==> config.mk <==
export PLATFORM = sky130hd
export DESIGN_NAME = mtr_cmd_slew
export DESIGN_NICKNAME = d
export VERILOG_FILES = /design/src/rtl/mtr_cmd_slew.sv
export SDC_FILE = /design/constraint.sdc
export NUM_CORES = 1
export LEC_CHECK = 0
export BUFFER_PORTS_ARGS = -buffer_cell sky130_fd_sc_hd__clkbuf_2
export CAP_MARGIN = 20
export CORE_ASPECT_RATIO = 0.8
export CORE_MARGIN = 3
export CORE_UTILIZATION = 45
export CTS_BUF_LIST = sky130_fd_sc_hd__clkbuf_16
export DETAILED_ROUTE_END_ITERATION = 12
export GPL_ROUTABILITY_DRIVEN = 0
export PLACE_DENSITY = 0.63
export SYNTH_ARGS = -nofsm -noshare
export SYNTH_HDL_FRONTEND = slang
export SYNTH_SLANG_ARGS = --single-unit
==> constraint.sdc <==
create_clock -name clk -period 8.65 [get_ports clk]
set_clock_uncertainty 0.1 [all_clocks]
set_input_delay 1.73 -clock clk [delete_from_list [all_inputs] [get_ports clk]]
set_output_delay 1.73 -clock clk [all_outputs]
set_load 0.005 [all_outputs]
==> src/rtl/mtr_cmd_slew.sv <==
// Motor-command output stage: per-channel slew limiting with reverse-through-zero
// sequencing, rider-off ramp-down, power-down kill and a filtered, hysteretic
// battery-low flag.
// Ports:
//   clk, rst                 clock, asynchronous active-high reset
//   cmd_vld/cmd_spd/cmd_rev  command strobe, per-channel magnitudes and directions
//   pwr_up                   0 = immediate kill of all outputs
//   rider_off                1 = ramp every channel to zero
//   batt/batt_vld            battery sample and its strobe
//   spd/rev/upd              registered outputs and one-cycle update pulse
//   ramping                  combinational: output differs from latched target
//   batt_low                 filtered battery-low flag
module mtr_cmd_slew #(
   parameter int unsigned NUM_CH       = 2,
   parameter int unsigned SPD_W        = 11,
   parameter int unsigned SLEW         = 16,
   parameter int unsigned BATT_W       = 12,
   parameter int unsigned BATT_LOW_THR = 12'h800,
   parameter int unsigned BATT_HYST    = 12'h040,
   parameter int unsigned BATT_FILT    = 4
) (
   input  logic                      clk,
   input  logic                      rst,
   input  logic                      cmd_vld,
   input  logic [NUM_CH*SPD_W-1:0]   cmd_spd,
   input  logic [NUM_CH-1:0]         cmd_rev,
   input  logic                      pwr_up,
   input  logic                      rider_off,
   input  logic [BATT_W-1:0]         batt,
   input  logic                      batt_vld,
   output logic [NUM_CH*SPD_W-1:0]   spd,
   output logic [NUM_CH-1:0]         rev,
   output logic                      upd,
   output logic [NUM_CH-1:0]         ramping,
   output logic                      batt_low
);

   localparam int unsigned CNT_W = 4;
   localparam logic [SPD_W:0]  SLEW_X   = (SPD_W+1)'(SLEW);
   localparam logic [BATT_W:0] LOW_THR  = (BATT_W+1)'(BATT_LOW_THR);
   localparam logic [BATT_W:0] HI_THR   = (BATT_W+1)'(BATT_LOW_THR) + (BATT_W+1)'(BATT_HYST);
   localparam logic [CNT_W-1:0] FILT_N  = CNT_W'(BATT_FILT);

   logic [NUM_CH*SPD_W-1:0] spd_q, spd_nxt, tgt_mag_q, tgt_mag_nxt;
   logic [NUM_CH-1:0]       rev_q, rev_nxt, tgt_dir_q, tgt_dir_nxt;
   logic                    upd_q;
   logic [CNT_W-1:0]        low_cnt_q, hi_cnt_q, low_cnt_nxt, hi_cnt_nxt;
   logic                    batt_low_q;
   logic [SPD_W:0]          cur, tmag, diff, res;
   logic                    tdir;
   logic [BATT_W:0]         batt_x;

   // Per-channel slew step toward the effective target (all math SPD_W+1 wide)
   always_comb begin
      spd_nxt     = spd_q;
      rev_nxt     = rev_q;
      tgt_mag_nxt = tgt_mag_q;
      tgt_dir_nxt = tgt_dir_q;
      cur         = '0;
      tmag        = '0;
      diff        = '0;
      res         = '0;
      tdir        = 1'b0;
      for (int i = 0; i < NUM_CH; i++) begin
         cur  = {1'b0, spd_q[i*SPD_W +: SPD_W]};
         tmag = rider_off ? '0 : {1'b0, cmd_spd[i*SPD_W +: SPD_W]};
         tdir = rider_off ? rev_q[i] : cmd_rev[i];
         diff = '0;
         tgt_mag_nxt[i*SPD_W +: SPD_W] = tmag[SPD_W-1:0];
         tgt_dir_nxt[i]                = tdir;
         if (cur == '0) begin
            // Stopped: adopt the new direction and take the first step
            rev_nxt[i] = tdir;
            res        = (tmag < SLEW_X) ? tmag : SLEW_X;
         end else if (tdir == rev_q[i]) begin
            if (tmag >= cur) begin
               diff = tmag - cur;
               res  = (diff <= SLEW_X) ? tmag : cur + SLEW_X;
            end else begin
               diff = cur - tmag;
               res  = (diff <= SLEW_X) ? tmag : cur - SLEW_X;
            end
         end else begin
            // Direction change: decelerate to zero first, direction held
            res = (cur > SLEW_X) ? cur - SLEW_X : '0;
         end
         spd_nxt[i*SPD_W +: SPD_W] = res[SPD_W-1:0];
      end
   end

   // Output and target registers; kill overrides any update
   always_ff @(posedge clk or posedge rst) begin
      if (rst) begin
         spd_q     <= '0;
         rev_q     <= '0;
         upd_q     <= 1'b0;
         tgt_mag_q <= '0;
         tgt_dir_q <= '0;
      end else if (!pwr_up) begin
         spd_q     <= '0;
         rev_q     <= '0;
         upd_q     <= 1'b0;
         tgt_mag_q <= '0;
         tgt_dir_q <= '0;
      end else if (cmd_vld) begin
         spd_q     <= spd_nxt;
         rev_q     <= rev_nxt;
         upd_q     <= 1'b1;
         tgt_mag_q <= tgt_mag_nxt;
         tgt_dir_q <= tgt_dir_nxt;
      end else begin
         upd_q     <= 1'b0;
      end
   end

   // Battery filter counters, saturating at the filter length
   always_comb begin
      batt_x      = {1'b0, batt};
      low_cnt_nxt = '0;
      hi_cnt_nxt  = '0;
      if (batt_x < LOW_THR)
         low_cnt_nxt = (low_cnt_q == FILT_N) ? low_cnt_q : low_cnt_q + CNT_W'(1);
      if (batt_x >= HI_THR)
         hi_cnt_nxt = (hi_cnt_q == FILT_N) ? hi_cnt_q : hi_cnt_q + CNT_W'(1);
   end

   always_ff @(posedge clk or posedge rst) begin
      if (rst) begin
         low_cnt_q  <= '0;
         hi_cnt_q   <= '0;
         batt_low_q <= 1'b0;
      end else if (batt_vld) begin
         low_cnt_q <= low_cnt_nxt;
         hi_cnt_q  <= hi_cnt_nxt;
         if (low_cnt_nxt == FILT_N)
            batt_low_q <= 1'b1;
         else if (hi_cnt_nxt == FILT_N)
            batt_low_q <= 1'b0;
      end
   end

   // Channel still moving toward its last latched target
   always_comb begin
      ramping = '0;
      for (int i = 0; i < NUM_CH; i++)
         ramping[i] = (spd_q[i*SPD_W +: SPD_W] != tgt_mag_q[i*SPD_W +: SPD_W]) ||
                      (rev_q[i] != tgt_dir_q[i]);
   end

   assign spd      = spd_q;
   assign rev      = rev_q;
   assign upd      = upd_q;
   assign batt_low = batt_low_q;

endmodule

==> results by group, run 1 <==
Hold path
  – Worst min path class: flip-flop to flip-flop
  – Worst-case hold path end point: batt_low
  – Hold depth: 2
  – Launch instance of the worst min-delay path: batt_low

Synth
  – Primary flip-flop cell chosen by synthesis mapping: sky130_fd_sc_hd__dfrtp_1
  – Post-synthesis instance total: between 800 and 900
  – Avg Synthesized Cell Area: ~8.0 um^2
  – Area share of the largest cell type after synthesis: between 20% and 30%
  – Leading cell types by total area after synthesis: sky130_fd_sc_hd__dfrtp_1 (21%), sky130_fd_sc_hd__ha_1 (8.2%), sky130_fd_sc_hd__mux2i_1 (4.4%), sky130_fd_sc_hd__xor2_1 (4.1%), sky130_fd_sc_hd__nand2_1 (3.6%)
  – Number of library cell types mapped by synthesis: 96
  – Yosys reg bits: between 50 and 60
  – Async set or reset register ratio after synthesis: 100%
  – Count of warnings emitted by yosys: 0
  – Number of synthesized flops with an enable pin: 0
  – Total standard cell area after synthesis: roughly 0.0070 mm^2
  – Net Count, Synth: a little under 1,000
  – Largest area contributor in the netlist: sky130_fd_sc_hd__dfrtp_1
  – Share of synthesized area occupied by flip-flops and latches: around 21%

Worst setup path
  – Highest fanout seen on the critical path: 27
  – CP delay by family, top: compound AO/OA/AOI/OAI gates
  – Critical Path Source Type: primary input
  – Data arrival time of the critical path: ~6000 ps
  – Setup Crit Path Kind: primary input to flip-flop
  – Largest stage delay on the critical path: around 700 ps
  – FF-to-FF setup slack: ~4500 ps
  – Data required time of the critical path: roughly 9000 ps
  – Worst path buffer plus inverter count: 3
  – FF-to-FF Start: spd[8]
  – Crit path capture type: flip-flop
  – Worst-path cell chain: clkbuf_2 > inv_2 > nand2_1 > inv_1 > ha_1 > a21oi_1 > nor2b_1 > o21a_1 > a2111o_1 > a221oi_2 > and2_1 > mux2_1 > o41ai_2
  – Reg-to-Reg End: spd[3]
  – Path depth of the worst reg2reg path: 10
  – Slowest stage cell on the critical path: sky130_fd_sc_hd__a221oi_2

Place
  – Count of input and output buffers: between 60 and 70
  – Post-DP HPWL: 16.1 mm
  – Standard cell area after detailed placement: ~0.0074 mm^2

GRT
  – First-pass GRT wire length: 33.9 mm
  – Initial antenna violation count: 0
  – Vias in the first global route: around 6,000
  – All-layer global routing usage: 24.0%
  – Global route total overflow: 0
  – Largest net degree at the start of global routing: 59

STA
  – Ratio of final minimum period to clock period: 68.5%
  – Min cycle time layout: 5930 ps
  – Pins Over Slew Limit: 0
  – Fmax: between 0.15 and 0.2 GHz
  – Unrepaired setup endpoints after global routing: false
  – Worst slew margin: 43.3%
  – Final hold violations: 0
  – Final setup violation count: 0
  – Actual slew at the worst max-slew pin: 843 ps
  – Post-route setup TNS: 0 ps

Clock network
  – Post-CTS clock slew at the launch and capture registers of the worst setup and hold paths: ~50 ps
  – CTS-repair resized insts: 0
  – Total setup buffers inserted after CTS: 0
  – Post-CTS Hold Fix Bufs: 0
  – Number of clock buffers inserted by TritonCTS: 9
  – Clock Tree Root: sky130_fd_sc_hd__clkbuf_16
  – Clk_lat worst skew: between 300 and 400 ps
  – Buffers from clock root to sink, at most: 2
  – CTS tree: built
  – Clock sink total: 58
  – Htree depth: 3

Pwr
  – VDD IR max: 148 uV
  – Power share of the clock group: between 10% and 20%
  – PD cells: 333 mW/mm^2
  – Internal power summed over all cells: roughly 1.2 mW
  – Sequential share of power: between 10% and 20%
  – Leakage power figure: 3.56 nW
  – Reported net switching power: about 1.3 mW
  – Proportion of power drawn by combinational gates: 68.3%
  – Post-layout power: about 2.6 mW
  – Switching part of the total power: between 50 and 60%

Detailed routing
  – Iteration-0 DRC count of the detailed router: 793
  – Post-DR wirelength/cell: approximately 19 um
  – DRC errors left: 0
  – Via count of the routed design: a little under 7,000
  – Number of routed nets with antenna violations: 0
  – Number of vias per cell: between 6 and 7
  – Detailed-route wire length: ~21 mm
  – Number of detailed-routing iterations run before antenna repair: 5

Cells and area
  – Area taken by flip-flops and latches: 0.00145 mm^2
  – Total non-filler cell area in the finished layout: around 0.0078 mm^2
  – Net count of the finished layout: 1,005
  – Total of fill cells in the finished design: 1,510
  – Area delta synth->final: 10.3%
  – Area occupied by multi-input gates: 0.00514 mm^2
  – Number of diodes added for antenna fixing: 0
  – Fraction of final layout cells sized beyond drive strength 1: roughly an eighth

Floorplan
  – Chip Height: 118 um
  – DIE AREA: approximately 0.017 mm^2
  – Initial core utilization: between 40% and 50%
  – DIE WIDTH: about 150 um
  – Area of the core region: 0.0152 mm^2
  – Total number of placement rows: 40
  – I/O pin cnt: 70

Job
  – Max-Cap Viols: 0

Outcome
  – Run status: finished clean
## worst register-to-register path: stages, from the launching register on
cell and delay, ps:
sky130_fd_sc_hd__dfrtp_1 670, sky130_fd_sc_hd__inv_1 200, sky130_fd_sc_hd__ha_1 680, sky130_fd_sc_hd__a21oi_1 200, sky130_fd_sc_hd__o21ai_0 280, sky130_fd_sc_hd__a21oi_1 110
sky130_fd_sc_hd__mux2_2 320, sky130_fd_sc_hd__nor4_2 640, sky130_fd_sc_hd__nand3_1 220, sky130_fd_sc_hd__a31oi_1 490, sky130_fd_sc_hd__a22o_1 220
## synth_stat cells, types with 9 or more instances
cell type                   n
sky130_fd_sc_hd__a21oi_1   50
sky130_fd_sc_hd__nand3_1   34
sky130_fd_sc_hd__dfrtp_1   58
sky130_fd_sc_hd__ha_1      46
sky130_fd_sc_hd__nor4_1    16
sky130_fd_sc_hd__mux2i_1   31
sky130_fd_sc_hd__nand4_1   13
sky130_fd_sc_hd__nor2b_1   33
sky130_fd_sc_hd__nand2b_1  21
sky130_fd_sc_hd__xor2_1    33
sky130_fd_sc_hd__nor3_1    21
sky130_fd_sc_hd__clkbuf_1  22
sky130_fd_sc_hd__inv_1     61
sky130_fd_sc_hd__xnor2_1   28
sky130_fd_sc_hd__a21o_1    11
sky130_fd_sc_hd__buf_2      9
sky130_fd_sc_hd__nor2_1    50
sky130_fd_sc_hd__a211oi_1  12
sky130_fd_sc_hd__nand2_1   67
sky130_fd_sc_hd__a31oi_1   10
sky130_fd_sc_hd__nand3b_1   9
sky130_fd_sc_hd__o211a_1   10
sky130_fd_sc_hd__o21ai_0   35
## power by group through the flow
| stage | clock (mW) | combinational (mW) | sequential, mW |
|---|---|---|---|
| 6_report | 0.373 | 1.76 | 0.445 |
| 5_1_grt | 0.391 | 1.93 | 0.451 |
| 4_1_cts | 0.379 | 1.72 | 0.440 |
| 3_5_place_dp | 0 | 1.70 | 0.445 |
| 3_3_place_gp | 0 | 1.70 | 0.446 |
| 2_1_floorplan | 0 | 1.36 | 0.371 |
## cells in the final DEF, fill, tap and decap left out, types with 34 or more instances in the layout
cell type                   n
sky130_fd_sc_hd__a21oi_1   50
sky130_fd_sc_hd__clkbuf_2  63
sky130_fd_sc_hd__dfrtp_1   58
sky130_fd_sc_hd__ha_1      46
sky130_fd_sc_hd__inv_1     61
sky130_fd_sc_hd__nand2_1   67
sky130_fd_sc_hd__nand3_1   34
sky130_fd_sc_hd__nor2_1    50
sky130_fd_sc_hd__o21ai_0   35
## through the flow
step | setup WS [ps] | util [%] | hold slack (ps) | cells
final | 2720 | 51.1 | 400 | 1132
after global routing | 2420 | 51.1 | 464 | 1132
after CTS | 2830 | 51.1 | 410 | 1132
after detailed placement | 2490 | 49.1 | 390 | 1116
after global placement | 2530 | 49.1 | 398 | 1116
after floorplan | 3580 | - | 369 | 880
## how the worst max path moves through the flow
stage	start	to	slack (ps)	cells past startpoint
after detailed placement	rider_off	spd[19]	2490	12
after floorplan	rider_off	spd[4]	3580	15
after CTS	rider_off	spd[19]	2830	13
after global routing	rider_off	spd[19]	2420	12
final	rider_off	spd[19]	2720	13
after global placement	rider_off	spd[19]	2530	13
## flip-flops by register name (all words and copies together) (netlist names)
| register | cells |
|---|---|
| batt_low | 1 |
| hi_cnt_q | 4 |
| low_cnt_q | 4 |
| rev | 2 |
| spd | 22 |
| tgt_dir_q | 2 |
| tgt_mag_q | 22 |
| upd | 1 |
## area by class of cell
class,count,area share (%)
Multi-Input combinational cell,718,66.3
Sequential cell,58,18.7
Timing Repair Buffer,68,4.55
Tap cell,210,3.39
Inverter,62,3.00
Clock buffer,9,2.91
Clock inverter,7,1.10
## per-layer routing
| metal | global-route usage [%] | up-vias | wire (um) |
|---|---|---|---|
| li1 | - | 3331 | - |
| met1 | 38.1 | 3266 | 10800 |
| met2 | 32.6 | 292 | 8380 |
| met3 | 6.12 | 21 | 1830 |
| met4 | 4.33 | 0 | 231 |
| met5 | 0 | - | 0 |
## cells by family after synthesis
group | count (synthesis) | synth area share, %
and+or+nand+nor | 325 | 25.9
AOI/OAI and AO/OA | 249 | 26.1
buffers and inverters | 104 | 6.16
xor gates and xnor gates | 61 | 7.60
DFF | 58 | 20.7
adders and majority gates | 46 | 8.19
muxes | 37 | 5.38
No activity file was read; power rests on OpenSTA's default activity.
==> inputs of run 2 (changes only) <==
- PLACE_DENSITY: 0.63 -> 0.66
- clock period: 8.65 -> 5 ns (I/O delays scaled with it)
==> run 2 against run 1 <==
- combinational power is 80% higher
- design area is 1.7% higher
- via count is 1.6% higher
- worst setup slack worse by 2100 ps
- critical path type unchanged
- critical endpoint is now spd[11]
==> results by group, run 2 (synthesis results as in run 1) <==
STA
  – Fmax: ~0.23 GHz
  – Worst slew margin: between 40% and 50%
  – Unrepaired setup endpoints after global routing: false
  – Final setup violation count: 0
  – Final hold violations: 0
  – Post-route setup TNS: 0 ps
  – Ratio of final minimum period to clock period: between 80% and 90%
  – Actual slew at the worst max-slew pin: 857 ps
  – Pins Over Slew Limit: 0
  – Min cycle time layout: between 4000 and 5000 ps

GRT
  – All-layer global routing usage: 24.4%
  – Initial antenna violation count: 0
  – Largest net degree at the start of global routing: 42
  – Global route total overflow: 0
  – Vias in the first global route: between 6,000 and 7,000
  – First-pass GRT wire length: around 35 mm

Clock network
  – Total setup buffers inserted after CTS: 0
  – CTS tree: built
  – Post-CTS Hold Fix Bufs: 0
  – CTS-repair resized insts: 0
  – Buffers from clock root to sink, at most: 2
  – Post-CTS clock slew at the launch and capture registers of the worst setup and hold paths: 50 ps
  – Clk_lat worst skew: 320 ps
  – Clock sink total: just under 60
  – Htree depth: 3
  – Number of clock buffers inserted by TritonCTS: 9
  – Clock Tree Root: sky130_fd_sc_hd__clkbuf_16

Detailed routing
  – Detailed-route wire length: around 21 mm
  – Iteration-0 DRC count of the detailed router: ~800
  – Number of detailed-routing iterations run before antenna repair: 5
  – Via count of the routed design: approximately 7,000
  – Number of vias per cell: ~6
  – Number of routed nets with antenna violations: 0
  – Post-DR wirelength/cell: 18.4 um
  – DRC errors left: 0

Cells and area
  – Area delta synth->final: 12.2%
  – Number of diodes added for antenna fixing: 0
  – Area occupied by multi-input gates: 0.00514 mm^2
  – Total of fill cells in the finished design: approximately 1,500
  – Final core utilization: 52.0%
  – Area taken by flip-flops and latches: about 0.0015 mm^2
  – Net count of the finished layout: about 1,000
  – Most frequent standard cell in the layout excluding fill and tap cells: sky130_fd_sc_hd__nand2_1
  – Commonest non-fill, non-tap cells in the layout: sky130_fd_sc_hd__nand2_1 (67), sky130_fd_sc_hd__clkbuf_2 (63), sky130_fd_sc_hd__inv_1 (61)
  – Fraction of final layout cells sized beyond drive strength 1: between 10% and 20%
  – Total non-filler cell area in the finished layout: between 0.007 and 0.008 mm^2
  – Post-route non-filler standard cell count: approximately 1,200

Pwr
  – Post-layout power: 4.47 mW
  – PD cells: about 570 mW/mm^2
  – Leakage power figure: roughly 3.7 nW
  – VDD IR max: roughly 240 uV

Worst setup path
  – Critical Path Source Type: primary input
  – Data arrival time of the critical path: between 4000 and 5000 ps
  – Path depth of the worst reg2reg path: 10
  – Largest stage delay on the critical path: about 560 ps
  – Highest fanout seen on the critical path: 16
  – Slowest stage cell on the critical path: sky130_fd_sc_hd__or4b_1
  – Worst-path cell chain: clkbuf_2 > buf_4 > and2b_1 > inv_1 > ha_1 > nand3b_1 > o211a_1 > o22ai_1 > or4b_1 > a32oi_2 > nand3_2 > o311ai_2 > o2bb2ai_1
  – Crit path capture type: flip-flop
  – Critical Path Sink: spd[11]
  – FF-to-FF Start: spd[4]
  – Reg-to-Reg End: spd[3]
  – Setup crit start: rider_off
  – Setup Crit Path Kind: primary input to flip-flop
  – Data required time of the critical path: 5140 ps
  – FF-to-FF setup slack: between 1000 and 1500 ps

Floorplan
  – DIE WIDTH: 146 um
  – Total number of placement rows: 40
  – Area of the core region: ~0.015 mm^2
  – Initial core utilization: between 40% and 50%
  – Chip Height: 118 um
  – I/O pin cnt: 70
  – DIE AREA: 0.0172 mm^2

Place
  – Count of input and output buffers: 63
  – Standard cell area after detailed placement: between 0.007 and 0.008 mm^2
  – Post-DP HPWL: between 15 and 20 mm
  – Dpl cells: about 1,100

Outcome
  – Run status: finished clean

Job
  – Max-Cap Viols: 0

Hold path
  – Worst min path class: flip-flop to flip-flop
-- run 2: per-layer routing --
metal | vias up | wire length, um | track usage [%]
met3 | 10 | 2100 | 5.81
met4 | 0 | 102 | 3.08
met2 | 312 | 8340 | 33.3
met5 | - | 0 | 0
met1 | 3296 | 10700 | 39.2
li1 | 3406 | - | -
-- run 2: worst min path at each step --
stage | startpoint | endpoint | cells past startpoint
floorplan | tgt_mag_q[21] | tgt_mag_q[21] | 2
global placement | tgt_mag_q[21] | tgt_mag_q[21] | 2
detailed placement | tgt_mag_q[21] | tgt_mag_q[21] | 2
CTS | tgt_mag_q[21] | tgt_mag_q[21] | 2
global route | tgt_mag_q[21] | tgt_mag_q[21] | 2
finish | tgt_mag_q[21] | tgt_mag_q[21] | 2
-- run 2: worst max-delay path, delay by kind of cell --
kind	cells	cell delay [ps]
buffers and inverters	3	720
adder cells (fa/ha/maj)	1	350
AO/OA/AOI/OAI	5	1290
AND/OR/NAND/NOR	4	1170
-- run 2: cell type report --
cell class	instances	area share (%)
repair buffers	92	6.76
inverters	62	2.95
flip-flops and latches	58	18.4
well taps	210	3.33
clock inverters	7	0.476
clock buffers	9	2.86
multi-input cells	718	65.2
-- run 2: power by group --
| group | leakage, nW | switching [mW] | internal (mW) |
|---|---|---|---|
| combinational | 2.74 | 1.90 | 1.26 |
| sequential | 0.787 | 0.228 | 0.544 |
| clock | 0.130 | 0.207 | 0.328 |
| total | 3.65 | 2.34 | 2.13 |
-- run 2: stage by stage --
stage,hold slack [ps],setup slack [ps]
2_1_floorplan,369,662
3_3_place_gp,405,369
3_5_place_dp,400,340
4_1_cts,423,665
5_1_grt,461,373
6_report,422,593
==> inputs of run 3 (changes only) <==
- ABC_AREA: unset -> 1
- RECOVER_POWER: unset -> 25
==> run 3 against run 2 <==
- the flow now finishes with violations (capacitance limit, slew limit)
- worst setup slack better by 440 ps
- register-to-register slack better by 340 ps
- core utilization is 0.23 points lower
- clock-buffer cell count stayed put
==> results by group, run 3 <==
Detailed routing
  – Number of routed nets with antenna violations: 0
  – Post-DR wirelength/cell: 15.0 um
  – Number of vias per cell: around 5.4
  – Detailed-route wire length: 20.5 mm
  – DRC errors left: 0
  – Iteration-0 DRC count of the detailed router: 601
  – Number of detailed-routing iterations run before antenna repair: 5
  – Via count of the routed design: between 7,000 and 8,000

Pwr
  – Reported net switching power: between 2 and 2.5 mW
  – Power share of the clock group: roughly 13%
  – Proportion of power drawn by combinational gates: a little under 70%
  – Sequential share of power: 17.8%
  – Leakage power figure: roughly 4.3 nW
  – PD cells: 581 mW/mm^2
  – VDD IR max: about 290 uV
  – Internal power summed over all cells: between 1.5 and 2 mW
  – Switching part of the total power: a little under three fifths

Floorplan
  – DIE AREA: 0.0166 mm^2
  – Chip Height: ~120 um
  – DIE WIDTH: approximately 140 um
  – Initial core utilization: 46.8%
  – Total number of placement rows: 39
  – Area of the core region: about 0.014 mm^2
  – I/O pin cnt: 70

Worst setup path
  – Setup Crit Path Kind: primary input to flip-flop
  – Critical Path Source Type: primary input
  – Setup crit start: rider_off
  – Data required time of the critical path: ~5200 ps
  – FF-to-FF Start: spd[19]
  – Data arrival time of the critical path: 4140 ps
  – Highest fanout seen on the critical path: 11
  – Crit path capture type: flip-flop

Synth
  – Area share of the largest cell type after synthesis: 21.4%
  – Multiplexer share of the synthesized area: 0%
  – Primary flip-flop cell chosen by synthesis mapping: sky130_fd_sc_hd__dfrtp_1
  – Synth Area in XOR/XNOR: about 6%
  – Most frequently used cell type in the post-synthesis netlist: sky130_fd_sc_hd__nand2_1
  – Largest area contributor in the netlist: sky130_fd_sc_hd__dfrtp_1
  – Number of synthesized flops with an enable pin: 0
  – Count of warnings emitted by yosys: 0
  – Share of synthesized area occupied by flip-flops and latches: between 20% and 30%
  – Most numerous cell types in the synthesized netlist: sky130_fd_sc_hd__nand2_1 (362), sky130_fd_sc_hd__inv_1 (153), sky130_fd_sc_hd__nor2_1 (103), sky130_fd_sc_hd__nand3_1 (88), sky130_fd_sc_hd__dfrtp_1 (58)
  – Total standard cell area after synthesis: roughly 0.0068 mm^2
  – Leading cell types by total area after synthesis: sky130_fd_sc_hd__dfrtp_1 (21%), sky130_fd_sc_hd__nand2_1 (20%), sky130_fd_sc_hd__ha_1 (8.5%), sky130_fd_sc_hd__inv_1 (8.5%), sky130_fd_sc_hd__nand3_1 (6.5%)
  – Number of library cell types mapped by synthesis: 41
  – Post-synthesis share of cell area spent on full adders, half adders and majority gates: under 10%
  – Synth Area in Simple Gates: about two fifths
  – Combinational family with the most area after synthesis: simple AND/OR/NAND/NOR gates
  – Yosys reg bits: a little under 60
  – Complex-gate fraction of the synthesized area: a little under an eighth
  – Net Count, Synth: between 1,000 and 1,500
  – Async set or reset register ratio after synthesis: 100%
  – Avg Synthesized Cell Area: roughly 6.0 um^2
  – Post-synthesis instance total: roughly 1,100

Place
  – Count of input and output buffers: 63
  – Post-DP HPWL: 16.2 mm
  – Standard cell area after detailed placement: around 0.0072 mm^2

STA
  – Ratio of final minimum period to clock period: 79.3%
  – Final setup violation count: 0
  – Unrepaired setup endpoints after global routing: false
  – Pins Over Slew Limit: 59
  – Fmax: 0.252 GHz
  – Post-route setup TNS: 0 ps
  – Worst hold slack: about 400 ps
  – Final hold violations: 0
  – Min cycle time layout: a little under 4000 ps
  – Actual slew at the worst max-slew pin: around 3200 ps
  – Worst slew margin: -111%

GRT
  – Global route total overflow: 0
  – Largest net degree at the start of global routing: between 50 and 60
  – Initial antenna violation count: 0
  – First-pass GRT wire length: approximately 33 mm
  – All-layer global routing usage: 24.9%
  – Vias in the first global route: 6,532

Cells and area
  – Total non-filler cell area in the finished layout: 0.00750 mm^2
  – Commonest non-fill, non-tap cells in the layout: sky130_fd_sc_hd__nand2_1 (362), sky130_fd_sc_hd__inv_1 (152), sky130_fd_sc_hd__nor2_1 (102)
  – Net count of the finished layout: roughly 1,300
  – Most frequent standard cell in the layout excluding fill and tap cells: sky130_fd_sc_hd__nand2_1
  – Number of diodes added for antenna fixing: 0
  – Area delta synth->final: 10.7%
  – Fraction of final layout cells sized beyond drive strength 1: 11.4%
  – Total of fill cells in the finished design: around 1,600

Clock network
  – Clk_lat worst skew: roughly 330 ps
  – Post-CTS Hold Fix Bufs: 0
  – Total setup buffers inserted after CTS: 0
  – Clock Tree Root: sky130_fd_sc_hd__clkbuf_16
  – Post-CTS clock slew at the launch and capture registers of the worst setup and hold paths: ~50 ps
  – CTS-repair resized insts: 0
  – Buffers from clock root to sink, at most: 2
  – CTS tree: built
  – Clock sink total: just under 60
  – Number of clock buffers inserted by TritonCTS: 9
  – Htree depth: 3

Outcome
  – Violations in the final reports: capacitance limit, slew limit
  – Run status: finished, violations left

Job
  – Max-Cap Viols: 1

Hold path
  – Launch instance of the worst min-delay path: tgt_dir_q[0]
  – Worst min path class: flip-flop to flip-flop
## run 3: changes by cell type after synthesis, moves of 18 or more
cell	change
sky130_fd_sc_hd__mux2i_1	-31
sky130_fd_sc_hd__nor2_2	+18
sky130_fd_sc_hd__nand2b_1	-21
sky130_fd_sc_hd__nor2_1	+53
sky130_fd_sc_hd__nor2b_1	-33
sky130_fd_sc_hd__inv_1	+92
sky130_fd_sc_hd__nand3_1	+54
sky130_fd_sc_hd__nand2_1	+295
sky130_fd_sc_hd__o21ai_0	+22
## run 3: logic make-up (layout without fill, tap and decap cells)
| family | Yosys count | count (layout) |
|---|---|---|
| simple gates | 644 | 644 |
| buf+inv | 188 | 244 |
| compound gates | 143 | 143 |
| flops | 58 | 58 |
| fa+ha+maj | 46 | 46 |
| xor+xnor | 46 | 46 |
## run 3: metal layers
metal / vias to the layer above / wire, um / global-route usage, %
met4: 0 / 159 / 4.02
met2: 284 / 7840 / 34.8
met3: 18 / 1710 / 4.99
met1: 3352 / 10800 / 39.8
li1: 3694 / - / -
met5: - / 0 / 0
## run 3: worst paths after layout
check	to	slack (ps)	cells past startpoint
min in group asynchronous	low_cnt_q[2]	1750	3
max	spd[3]	1030	21
max reg2reg	spd[14]	1580	17
min	tgt_dir_q[0]	400	2
max in group asynchronous	spd[8]	1260	3
min reg2reg	tgt_dir_q[0]	400	2
## run 3: final cells by class
| cell class | instances | area (um^2) | share of cell area, % |
|---|---|---|---|
| Multi-Input combinational cell | 879 | 4600 | 61.3 |
| Inverter | 164 | 618 | 8.24 |
| Clock inverter | 5 | 47.5 | 0.634 |
| Clock buffer | 9 | 225 | 3.00 |
| Timing Repair Buffer | 66 | 333 | 4.44 |
| Sequential cell | 58 | 1450 | 19.3 |
| Tap cell | 184 | 230 | 3.07 |
## run 3: power groups by stage
| stage | clock network [mW] | logic [mW] | registers (mW) |
|---|---|---|---|
| after floorplan | 0 | 2.29 | 0.669 |
| after detailed placement | 0 | 2.91 | 0.778 |
| final | 0.585 | 3.00 | 0.773 |
| after global placement | 0 | 2.89 | 0.776 |
| after CTS | 0.594 | 2.94 | 0.770 |
| after global routing | 0.608 | 3.41 | 0.791 |
## run 3: critical path, cell delays in order
cell	delay [ps]
sky130_fd_sc_hd__clkbuf_2	120
sky130_fd_sc_hd__buf_4	220
sky130_fd_sc_hd__nor2_2	230
sky130_fd_sc_hd__inv_1	110
sky130_fd_sc_hd__ha_1	330
sky130_fd_sc_hd__a21oi_1	270
sky130_fd_sc_hd__nor2_1	80
sky130_fd_sc_hd__nor2_1	120
sky130_fd_sc_hd__nand2_1	110
sky130_fd_sc_hd__nand2_1	90
sky130_fd_sc_hd__nand2_1	50
sky130_fd_sc_hd__nand2_1	50
sky130_fd_sc_hd__nand2_1	60
sky130_fd_sc_hd__nor2_2	220
sky130_fd_sc_hd__nand2_1	300
sky130_fd_sc_hd__or2_1	350
sky130_fd_sc_hd__nand3_2	90
sky130_fd_sc_hd__nand2_4	100
sky130_fd_sc_hd__nor2_1	100
sky130_fd_sc_hd__nand2_1	60
sky130_fd_sc_hd__nand2_1	50
## run 3: through the flow
step	power [mW]	std cells	setup slack, ps	utilization (%)
2_1_floorplan	2.96	1125	1510	-
3_3_place_gp	3.67	1351	763	49.9
3_5_place_dp	3.69	1351	735	49.9
4_1_cts	4.30	1365	1070	51.8
5_1_grt	4.81	1365	602	51.8
6_report	4.36	1365	1030	51.8
